### src/rtl/column_move_collector.sv
// Gathers the move lists of one board column's squares into a local show-ahead column FIFO.
// Latency: one SCAN cycle per square selection, then one word per cycle while draining; FIFO head is visible the cycle after a push.
// Backpressure: square pops stall while the column FIFO is full and not being read this cycle; END words are always consumed.
module column_move_collector #(
    parameter int NSQ    = 8,
    parameter int MOVE_W = 48,
    parameter int DEPTH  = 64,
    parameter int CNT_W  = 16
) (
    input  logic                      i_clk,
    input  logic                      i_reset,
    input  logic                      i_start,
    input  logic [2:0]                i_xpos,
    input  logic [NSQ-1:0]            i_sq_done,
    input  logic [NSQ-1:0]            i_sq_empty,
    input  logic [NSQ*MOVE_W-1:0]     i_sq_data,
    output logic [NSQ-1:0]            o_sq_rden,
    input  logic                      i_out_rden,
    output logic [MOVE_W-1:0]         o_out_data,
    output logic                      o_out_empty,
    output logic [$clog2(DEPTH):0]    o_out_count,
    output logic [CNT_W-1:0]          o_moves_total,
    output logic                      o_done,
    output logic                      o_err
);

    localparam int AW = $clog2(DEPTH);
    localparam int CW = AW + 1;
    localparam int NF = MOVE_W / 6;
    localparam logic [CW-1:0] FULL_CNT = CW'(DEPTH);

    typedef enum logic [1:0] {
        ST_IDLE  = 2'd0,
        ST_SCAN  = 2'd1,
        ST_DRAIN = 2'd2,
        ST_DONE  = 2'd3
    } state_t;

    state_t             r_state;
    state_t             w_next_state;
    logic [2:0]         r_ptr;
    logic [NSQ-1:0]     r_moved;

    logic [MOVE_W-1:0]  r_mem [DEPTH];
    logic [AW-1:0]      r_wptr;
    logic [AW-1:0]      r_rptr;
    logic [CW-1:0]      r_count;
    logic [CNT_W-1:0]   r_moves_total;
    logic               r_err;

    logic [MOVE_W-1:0]  w_cur;
    logic               w_cur_empty;
    logic               w_cur_done;
    logic               w_is_end;
    logic [5:0]         w_end_pat;
    logic               w_sel_found;
    logic [2:0]         w_sel_idx;
    logic               w_all_moved;
    logic               w_can_accept;
    logic               w_sq_pop;
    logic               w_push;
    logic               w_fifo_pop;
    logic               w_fifo_empty;

    // Mux out the selected square's head word and status bits.
    always_comb begin
        w_cur       = '0;
        w_cur_empty = 1'b1;
        w_cur_done  = 1'b0;
        for (int i = 0; i < NSQ; i++) begin
            if (3'(i) == r_ptr) begin
                w_cur       = i_sq_data[i*MOVE_W +: MOVE_W];
                w_cur_empty = i_sq_empty[i];
                w_cur_done  = i_sq_done[i];
            end
        end
    end

    // An END word names the selected square as both source and destination in every field.
    always_comb begin
        w_end_pat = {i_xpos, r_ptr};
        w_is_end  = 1'b1;
        for (int f = 0; f < NF; f++) begin
            if (w_cur[f*6 +: 6] != w_end_pat) begin
                w_is_end = 1'b0;
            end
        end
    end

    // Highest-index finished square that has not yet been drained wins the scan.
    always_comb begin
        w_sel_found = 1'b0;
        w_sel_idx   = '0;
        for (int i = 0; i < NSQ; i++) begin
            if (i_sq_done[i] && !r_moved[i]) begin
                w_sel_found = 1'b1;
                w_sel_idx   = 3'(i);
            end
        end
    end

    assign w_all_moved  = &r_moved;
    assign w_fifo_empty = (r_count == '0);
    assign w_fifo_pop   = i_out_rden && !w_fifo_empty;
    // A full FIFO still takes a word when the reader frees a slot in the same cycle.
    assign w_can_accept = (r_count < FULL_CNT) || ((r_count == FULL_CNT) && i_out_rden);
    // A restart owns the cycle, so no square word is consumed alongside it.
    assign w_sq_pop     = (r_state == ST_DRAIN) && !i_start && !w_cur_empty &&
                          (w_is_end || w_can_accept);
    assign w_push       = w_sq_pop && !w_is_end;

    // Drive the one-hot pop strobe toward the square being drained.
    always_comb begin
        o_sq_rden = '0;
        for (int i = 0; i < NSQ; i++) begin
            o_sq_rden[i] = w_sq_pop && (3'(i) == r_ptr);
        end
    end

    // Next-state logic; a start pulse overrides whatever the current state wants.
    always_comb begin
        w_next_state = r_state;
        case (r_state)
            ST_IDLE:  w_next_state = ST_IDLE;
            ST_SCAN: begin
                if (w_all_moved) begin
                    w_next_state = ST_DONE;
                end else if (w_sel_found) begin
                    w_next_state = ST_DRAIN;
                end
            end
            ST_DRAIN: begin
                if (w_sq_pop && w_is_end) begin
                    w_next_state = ST_SCAN;
                end
            end
            ST_DONE:  w_next_state = ST_DONE;
            default:  w_next_state = ST_IDLE;
        endcase
        if (i_start) begin
            w_next_state = ST_SCAN;
        end
    end

    // State register, square pointer and per-square drained flags.
    always_ff @(posedge i_clk or negedge i_reset) begin
        if (!i_reset) begin
            r_state <= ST_IDLE;
            r_ptr   <= '0;
            r_moved <= '0;
        end else begin
            r_state <= w_next_state;
            if (i_start) begin
                r_moved <= '0;
            end else begin
                if ((r_state == ST_SCAN) && !w_all_moved && w_sel_found) begin
                    r_ptr <= w_sel_idx;
                end
                if (w_sq_pop && w_is_end) begin
                    for (int i = 0; i < NSQ; i++) begin
                        if (3'(i) == r_ptr) begin
                            r_moved[i] <= 1'b1;
                        end
                    end
                end
            end
        end
    end

    // Column FIFO storage; contents need no reset because occupancy gates visibility.
    always_ff @(posedge i_clk) begin
        if (w_push) begin
            r_mem[r_wptr] <= w_cur;
        end
    end

    // Column FIFO pointers and occupancy; start flushes everything.
    always_ff @(posedge i_clk or negedge i_reset) begin
        if (!i_reset) begin
            r_wptr  <= '0;
            r_rptr  <= '0;
            r_count <= '0;
        end else if (i_start) begin
            r_wptr  <= '0;
            r_rptr  <= '0;
            r_count <= '0;
        end else begin
            if (w_push) begin
                r_wptr <= r_wptr + AW'(1);
            end
            if (w_fifo_pop) begin
                r_rptr <= r_rptr + AW'(1);
            end
            case ({w_push, w_fifo_pop})
                2'b10:   r_count <= r_count + CW'(1);
                2'b01:   r_count <= r_count - CW'(1);
                default: r_count <= r_count;
            endcase
        end
    end

    // Saturating count of collected moves and the sticky error flag.
    always_ff @(posedge i_clk or negedge i_reset) begin
        if (!i_reset) begin
            r_moves_total <= '0;
            r_err         <= 1'b0;
        end else if (i_start) begin
            r_moves_total <= '0;
            r_err         <= 1'b0;
        end else begin
            if (w_push && (r_moves_total != '1)) begin
                r_moves_total <= r_moves_total + CNT_W'(1);
            end
            if ((i_out_rden && w_fifo_empty) ||
                ((r_state == ST_DRAIN) && !w_cur_done)) begin
                r_err <= 1'b1;
            end
        end
    end

    assign o_out_data    = r_mem[r_rptr];
    assign o_out_empty   = w_fifo_empty;
    assign o_out_count   = r_count;
    assign o_moves_total = r_moves_total;
    assign o_done        = (r_state == ST_DONE);
    assign o_err         = r_err;

endmodule

### config.mk
export PLATFORM = sky130hd
export DESIGN_NAME = column_move_collector
export DESIGN_NICKNAME = d
export VERILOG_FILES = /design/src/rtl/column_move_collector.sv
export SDC_FILE = /design/constraint.sdc
export NUM_CORES = 2
export LEC_CHECK = 0
export ABC_AREA = 1
export BUFFER_PORTS_ARGS = -buffer_cell sky130_fd_sc_hd__buf_4
export CAP_MARGIN = 20
export CORE_MARGIN = 2
export CORE_UTILIZATION = 56
export CTS_CLUSTER_SIZE = 12
export DETAILED_ROUTE_END_ITERATION = 12
export PLACE_DENSITY_LB_ADDON = 0.2
export SYNTH_ARGS = -nofsm -noshare
export SYNTH_HDL_FRONTEND = slang
export SYNTH_SLANG_ARGS = --single-unit
### constraint.sdc
create_clock -name i_clk -period 6.6 [get_ports i_clk]
set_input_delay 1.65 -clock i_clk [delete_from_list [all_inputs] [get_ports i_clk]]
set_output_delay 1.65 -clock i_clk [all_outputs]
set_load 0.05 [all_outputs]
; ---- Word-level counts from Yosys, hierarchy flattened
; Memory sizes are Yosys's and may differ from the RTL's.
; Cells that the tools add are included.
[op_classes]
addsub = 5
magnitude_cmp = 1
n_eq_ne = 24
mux = 74
bitwise_logic = 1
n_reduce_logical = 73
[op_table]
columns = op, count
row1 = 48-bit two-way mux, 8
row2 = 6-bit inequality test, 8
row3 = 1-bit two-way mux, 45
row4 = 16-bit two-way mux, 2
row5 = 1-bit logical AND, 28
row6 = 2-bit nonzero test, 13
row7 = 6-bit two-way mux, 4
row8 = 2-bit AND reduction, 10
row9 = 3-bit two-way mux, 6
row10 = "16-bit by 1-bit adder with 16-bit output, second input constant", 1
row11 = 8-bit two-way mux, 2
row12 = "16-bit inequality test, second input constant", 1
row13 = 1-bit zero test, 14
row14 = 7-bit case mux with 2 select lines, 1
row15 = "6-bit by 1-bit adder with 6-bit output, second input constant", 2
row16 = "3-bit equality test, first input constant", 4
row17 = 2-bit two-way mux, 4
row18 = 2-bit case mux with 4 select lines, 1
row19 = 8-bit AND reduction, 1
row20 = "7-bit by 1-bit adder with 7-bit output, second input constant", 1
row21 = "7-bit equality test, second input constant", 1
row22 = 7-bit zero test, 1
row23 = "7-bit < comparator, second input constant", 1
row24 = 7-bit two-way mux, 1
row25 = 12 further kinds, 18
[word_totals]
regBits = 49
mem_bits_rw = 3072
in_bits = 407
word_cells = 194
memories = 1
[memory_table]
columns = name, depth, width, read_ports, rd_ports_with_merged_regs, write_ports, line_no
row1 = r_mem, 64, 48, 1, 0, 1, 44  ; logic [MOVE_W-1:0] r_mem [DEPTH];

; ---- Longest topological paths before layout
[logic_depth]
word_depth = 24
depth_mapped = 34
ltp_nobuf = 32

; ---- Worst setup path before layout
; OpenSTA, ideal clock, no wires.
[synth_path]
path_type = input-to-reg
from = in i_sq_data[70]
to = mem r_mem[14][0], enable pin
arrival_ns = 6.955
required_ns = 6.146
setup_slack_ns = -0.809
cell_stages = 19
path_cell_list = nand4_1 nand2_1 nor2_1 nand3_1 nand2_1 a21oi_1 nand2_1 nand2_1 nor2_1 nand2_1 nor2_1 nand2_1 nor2_2 nand3_2 nand3_4 buf_6 nor2_1 nand3_1 nor2_1
[synth_via]
elab_chain_cells = 18
[synth_rtl]
columns = element, line_no
row1 = "start, declared", 16  ; input logic [NSQ*MOVE_W-1:0] i_sq_data,
row2 = 48-bit two-way mux (*) (7 in series), 71  ; if (3'(i) == r_ptr) begin
row3 = net w_cur[22], 51  ; logic [MOVE_W-1:0] w_cur;
row4 = 6-bit inequality test (*), 84  ; if (w_cur[f*6 +: 6] != w_end_pat) begin
row5 = 1-bit two-way mux (*) (5 in series), 84
row6 = 1-bit logical OR, 109  ; (w_is_end || w_can_accept);
row7 = 1-bit logical AND, 108  ; assign w_sq_pop = (r_state == ST_DRAIN) && !i_start && !w_cur_empty &&
row8 = 1-bit logical AND (*), 110  ; assign w_push = w_sq_pop && !w_is_end;
row9 = 1-bit two-way mux (*), 172  ; if (w_push) begin
row10 = 1-bit two-way mux (not written as such) (*), 173  ; r_mem[r_wptr] <= w_cur;
row11 = "end, declared", 44
; The timed path passes the listed nets; every way through them passes the cells marked *.

; ---- Worst setup path after layout
[layout_path]
from = reg r_ptr[1]
to = out o_sq_rden[7]
[layout_lines]
columns = element, line_no
row1 = "start, declared", 41  ; logic [2:0] r_ptr;
row2 = "start signal, assigned", 157  ; r_ptr <= w_sel_idx;
row3 = 3-bit zero test, 71
row4 = 48-bit two-way mux (7 in series), 71
row5 = 48-bit two-way mux (*), 71
row6 = net w_cur[46], 51
row7 = 6-bit inequality test (*), 84
row8 = 1-bit two-way mux (*), 84
row9 = 1-bit logical OR (*), 109
row10 = 1-bit logical AND (*), 108
row11 = 1-bit logical AND (*), 116  ; o_sq_rden[i] = w_sq_pop && (3'(i) == r_ptr);
row12 = "end, declared", 17  ; output logic [NSQ-1:0] o_sq_rden,
; Marks and branches as above.

==> results.py <==
metrics = {
    "synth": {
        "synthArstFlopShare_pct": 1.57,
        "synth_mux_area_share_pct": 0,
        "ys_ff_latch": 3121,
        "synthAdderAreaFrac_pct": 0.0498,
        "seq_area_frac_synth_pct": 74.4,
        "yosys.cell_types.count": 54,
        "synthSimpleGateAreaFrac_pct": 10.1,
        "synth_compound_gate_area_share_pct": 12.7,
        "synth.avg_cell_area_sq_um": 12.8,
        "syn-num-nets": 10200,
        "synth_top_family_by_area": "compound AO/OA/AOI/OAI gates",
        "netlist_area_sq_mm": 0.126,
        "yosys_warnings": 0,
        "synth-main-ff-cell": "edfxtp_1",
        "synth-xor-area-share_pct": 0.0209,
        "synth_edf_count": 3072,
        "syn_inst": 9830,
    },
    "power_and_ir_drop": {
        "comb_power_share_pct": 24.8,
        "power_switching_w": 0.0184,
        "clockPowerShare_pct": 29.3,
        "p_leak_nw": 47.3,
        "power.density_mw_per_mm2": 395,
        "seq_power_share_pct": 45.9,
        "ir_worst_vdd_v": 0.000357,
        "swShare_pct": 32.4,
        "intPower_w": 0.0383,
    },
    "routing": {
        "routed_wl_um": 438000,
        "drcViolationCount": 0,
        "routed_via_density": 6.68,
        "highest_layer": "met5",
        "antenna_left": 0,
        "drtIter0Drc": 14700,
        "num_vias": 89600,
        "wl_met1_um": 156000,
        "dr_wl_met2_um": 202000,
        "detail_route.first_pass.iterations": 9,
        "wl_per_cell_um": 32.6,
        "dr_wl_met3_um": 53700,
    },
    "global_route": {
        "antenna_found_initial": 11,
        "grt_pass1_vias": 84700,
        "globalRouteTotalUtil_pct": 37.7,
        "grt_pass1_wl_um": 616000,
        "overflow": 0,
        "grt_max_degree": 157,
    },
    "job": {
        "maxCapViolCount": 0,
    },
    "setup_path": {
        "path_common_cell": "nand2_1",
        "worstPathArrival_ns": 4.65,
        "critPathMaxStageDelay_ns": 0.41,
        "worst_setup_path_start_kind": "register",
        "crit_family": "simple AND/OR/NAND/NOR gates",
        "crit_path_max_fanout": 27,
        "critical_path_required_ns": 4.95,
        "cp-end-kind": "output pin",
        "cp_slowest_cell": "dfrtp_2",
        "path_class": "reg -> out",
        "cp_num_buf_inv": 5,
        "crit_chain": "buf_6 > nor2_8 > nand2_2 > clkinv_2 > buf_4 > nand2_1 > nand2_1 > nor2_1 > nand4_1 > nand2_1 > nand2_2 > nand2_1 > nand2_1 > nand3_1 > nor2_1 > nand2_1 > nor2_2 > nand4_1 > a21boi_1 > buf_4 > nor2_1 > buf_4",
    },
    "floorplanning": {
        "die_height_um": 478,
        "initial_core_util_pct": 56.4,
        "die_w_um": 478,
        "core_sq_mm": 0.223,
        "die_area_sq_mm": 0.228,
        "rows": 173,
        "ios": 489,
    },
    "placed_design": {
        "placedInstanceArea_sq_mm": 0.134,
        "gp_congestion": 1.03,
        "dp_hpwl_um": 258000,
        "portBuffers": 488,
    },
    "clock_tree": {
        "clock_sinks": 3121,
        "clk-insertion-delay-late_ns": 0.98,
        "cts-htree-levels": 5,
        "cts_buffers": 330,
        "path_clk_slew_ns": 0.06,
        "cts_hold_buf": 0,
        "cts_buffer_depth": 4,
        "cts_root_buffer": "clkbuf_16",
        "tritoncts": "done",
    },
    "sta": {
        "maxSlewHeadroom_pct": 21.8,
        "hold_viol_final": 0,
        "holdWs_ns": 0.499,
        "tightest_slew_ns": 1.17,
        "fin_skew_ns": 0.0559,
        "setup-tns-final_ns": 0,
        "period_share_pct": 95.5,
        "finalCriticalPeriod_ns": 6.30,
        "slew_violations": 0,
        "rsz0062_at_grt": "no",
        "max_freq_mhz": 159,
        "finalSetupViolCount": 0,
    },
    "worst_hold_path": {
        "hold_path_class": "reg -> reg",
    },
    "layout": {
        "design_area_sq_mm": 0.143,
        "drive_gt1_share_pct": 13.0,
        "final_nets": 10700,
        "fill_cells": 16400,
        "area_growth_pct": 14.2,
    },
    "outcome": {
        "status": "complete, no violations",
    },
}
-- worst min-delay path, cell delays in order (launching register included) --
cell	delay, ns
dfrtp_1	0.34
nor2_1	0.05
nor2_1	0.07
-- placed cells by master, fill, tap and decap left out, types with 12 or more instances in the layout --
cell,n
edfxtp_1,3072
nor2_1,1711
o21ai_0,1574
buf_4,759
nand2_1,729
o22ai_1,469
clkbuf_16,336
nand3_1,315
o221ai_1,303
a21oi_1,182
nand4_1,153
inv_1,148
clkbuf_1,87
o211ai_1,84
nor2_4,70
buf_12,59
clkinv_1,54
a31oi_1,46
a32o_1,44
dfrtp_1,41
or2_2,21
inv_2,20
clkinv_2,15
nor3_1,14
or2_1,13
or2_0,12
-- timing repair --
action,CTS,global route
gates resized for setup,3,15
buffers inserted,0,3
endpoints found under the setup margin,8,8
cloned,0,0
-- sequential cells by signal (all words and copies together), names as in the netlist --
name and count:
r_ptr 3, r_wptr 6, r_moved 8, r_rptr 6, o_out_count 7, o_err 1
r_state 2, o_moves_total 16, r_mem 3072
-- path summary, 6_finish.rpt --
check	startpoint	cells after the start	to	slack, ns
max in group asynchronous	i_reset	1	r_rptr[2]$_DFFE_PN0P_	5.14
worst min-delay path	r_moved[0]$_DFFE_PN0P_	2	r_moved[0]$_DFFE_PN0P_	0.50
worst max-delay path	r_ptr[1]$_DFFE_PN0P_	22	o_sq_rden[7]	0.30
worst max register to register	r_ptr[1]$_DFFE_PN0P_	24	r_mem[14][18]$_DFFE_PP_	1.01
worst min register to register	r_moved[0]$_DFFE_PN0P_	2	r_moved[0]$_DFFE_PN0P_	0.50
min in group asynchronous	i_reset	1	o_moves_total[14]$_DFFE_PN0P_	0.74
-- area by class of cell --
type	instances	area (sq um)	area share, %
Clock buffer	427	8790	6.13
Sequential cell	3121	93500	65.2
Multi-Input combinational cell	5807	29200	20.4
Antenna cell	7	17.5	0.0122
Inverter	189	768	0.536
Tap cell	2975	3720	2.60
Timing Repair Buffer	823	6970	4.86
Clock inverter	72	444	0.310
-- per-layer routing --
metal / up-vias / track usage [%]
met2: 6506 / 58.4
met5: - / 0
li1: 37700 / -
met3: 1127 / 8.55
met4: 10 / 19.9
met1: 44300 / 50.2
-- power groups by stage --
stage	registers [W]	logic (W)	clock network, W
4_1_cts	0.0260	0.0137	0.0167
2_1_floorplan	0.0266	0.00742	0
3_5_place_dp	0.0264	0.0137	0
3_3_place_gp	0.0264	0.0134	0
5_1_grt	0.0260	0.0149	0.0174
6_report	0.0260	0.0140	0.0166
-- kinds of logic (layout without fill, tap and decap cells) --
group	Yosys count	after routing
DFF	3121	3121
and+or+nand+nor	3073	3073
AOI/OAI and AO/OA	2726	2726
buffers and inverters	902	1511
adders and majority gates	5	5
xor gates and xnor gates	3	3
other	0	7
-- synth_stat cells (3+ instances only) --
| cell | number | area, sq um |
|---|---|---|
| a211oi_1 | 3 | 22.5 |
| o221ai_1 | 303 | 2650 |
| clkbuf_1 | 642 | 2410 |
| or2_2 | 21 | 131 |
| clkinv_1 | 6 | 22.5 |
| o21ai_1 | 6 | 30.0 |
| nor4_1 | 4 | 25.0 |
| o21a_1 | 3 | 22.5 |
| nand3_1 | 316 | 1580 |
| nand3_2 | 5 | 50.1 |
| o211ai_1 | 84 | 631 |
| o21ai_0 | 1574 | 7880 |
| buf_2 | 26 | 130 |
| ha_1 | 5 | 62.6 |
| inv_2 | 24 | 90.1 |
| nand4_1 | 153 | 957 |
| nor3_1 | 14 | 70.1 |
| or2_0 | 12 | 75.1 |
| a31oi_1 | 47 | 294 |
| nor2_1 | 1778 | 6670 |
| nor2_4 | 3 | 33.8 |
| or2_1 | 13 | 81.3 |
| nand2_1 | 739 | 2770 |
| o22ai_1 | 469 | 2930 |
| buf_1 | 31 | 116 |
| dfrtp_1 | 49 | 1230 |
| a32o_1 | 44 | 440 |
| inv_1 | 158 | 593 |
| a21oi_1 | 184 | 921 |
| buf_4 | 5 | 37.5 |
| edfxtp_1 | 3072 | 92200 |
| buf_6 | 8 | 90.1 |
-- through the flow --
| stage | util, % | total power, W | instances | setup WS, ns |
|---|---|---|---|---|
| final | 64.4 | 0.0567 | 13400 | 0.297 |
| after floorplan | - | 0.0340 | 9830 | -0.340 |
| after global routing | 64.4 | 0.0583 | 13400 | 0.0121 |
| after global placement | 60.2 | 0.0398 | 12900 | 0.435 |
| after CTS | 64.4 | 0.0564 | 13400 | 0.0528 |
| after detailed placement | 60.2 | 0.0401 | 12900 | 0.504 |
No activity file was read; power rests on OpenSTA's default activity.
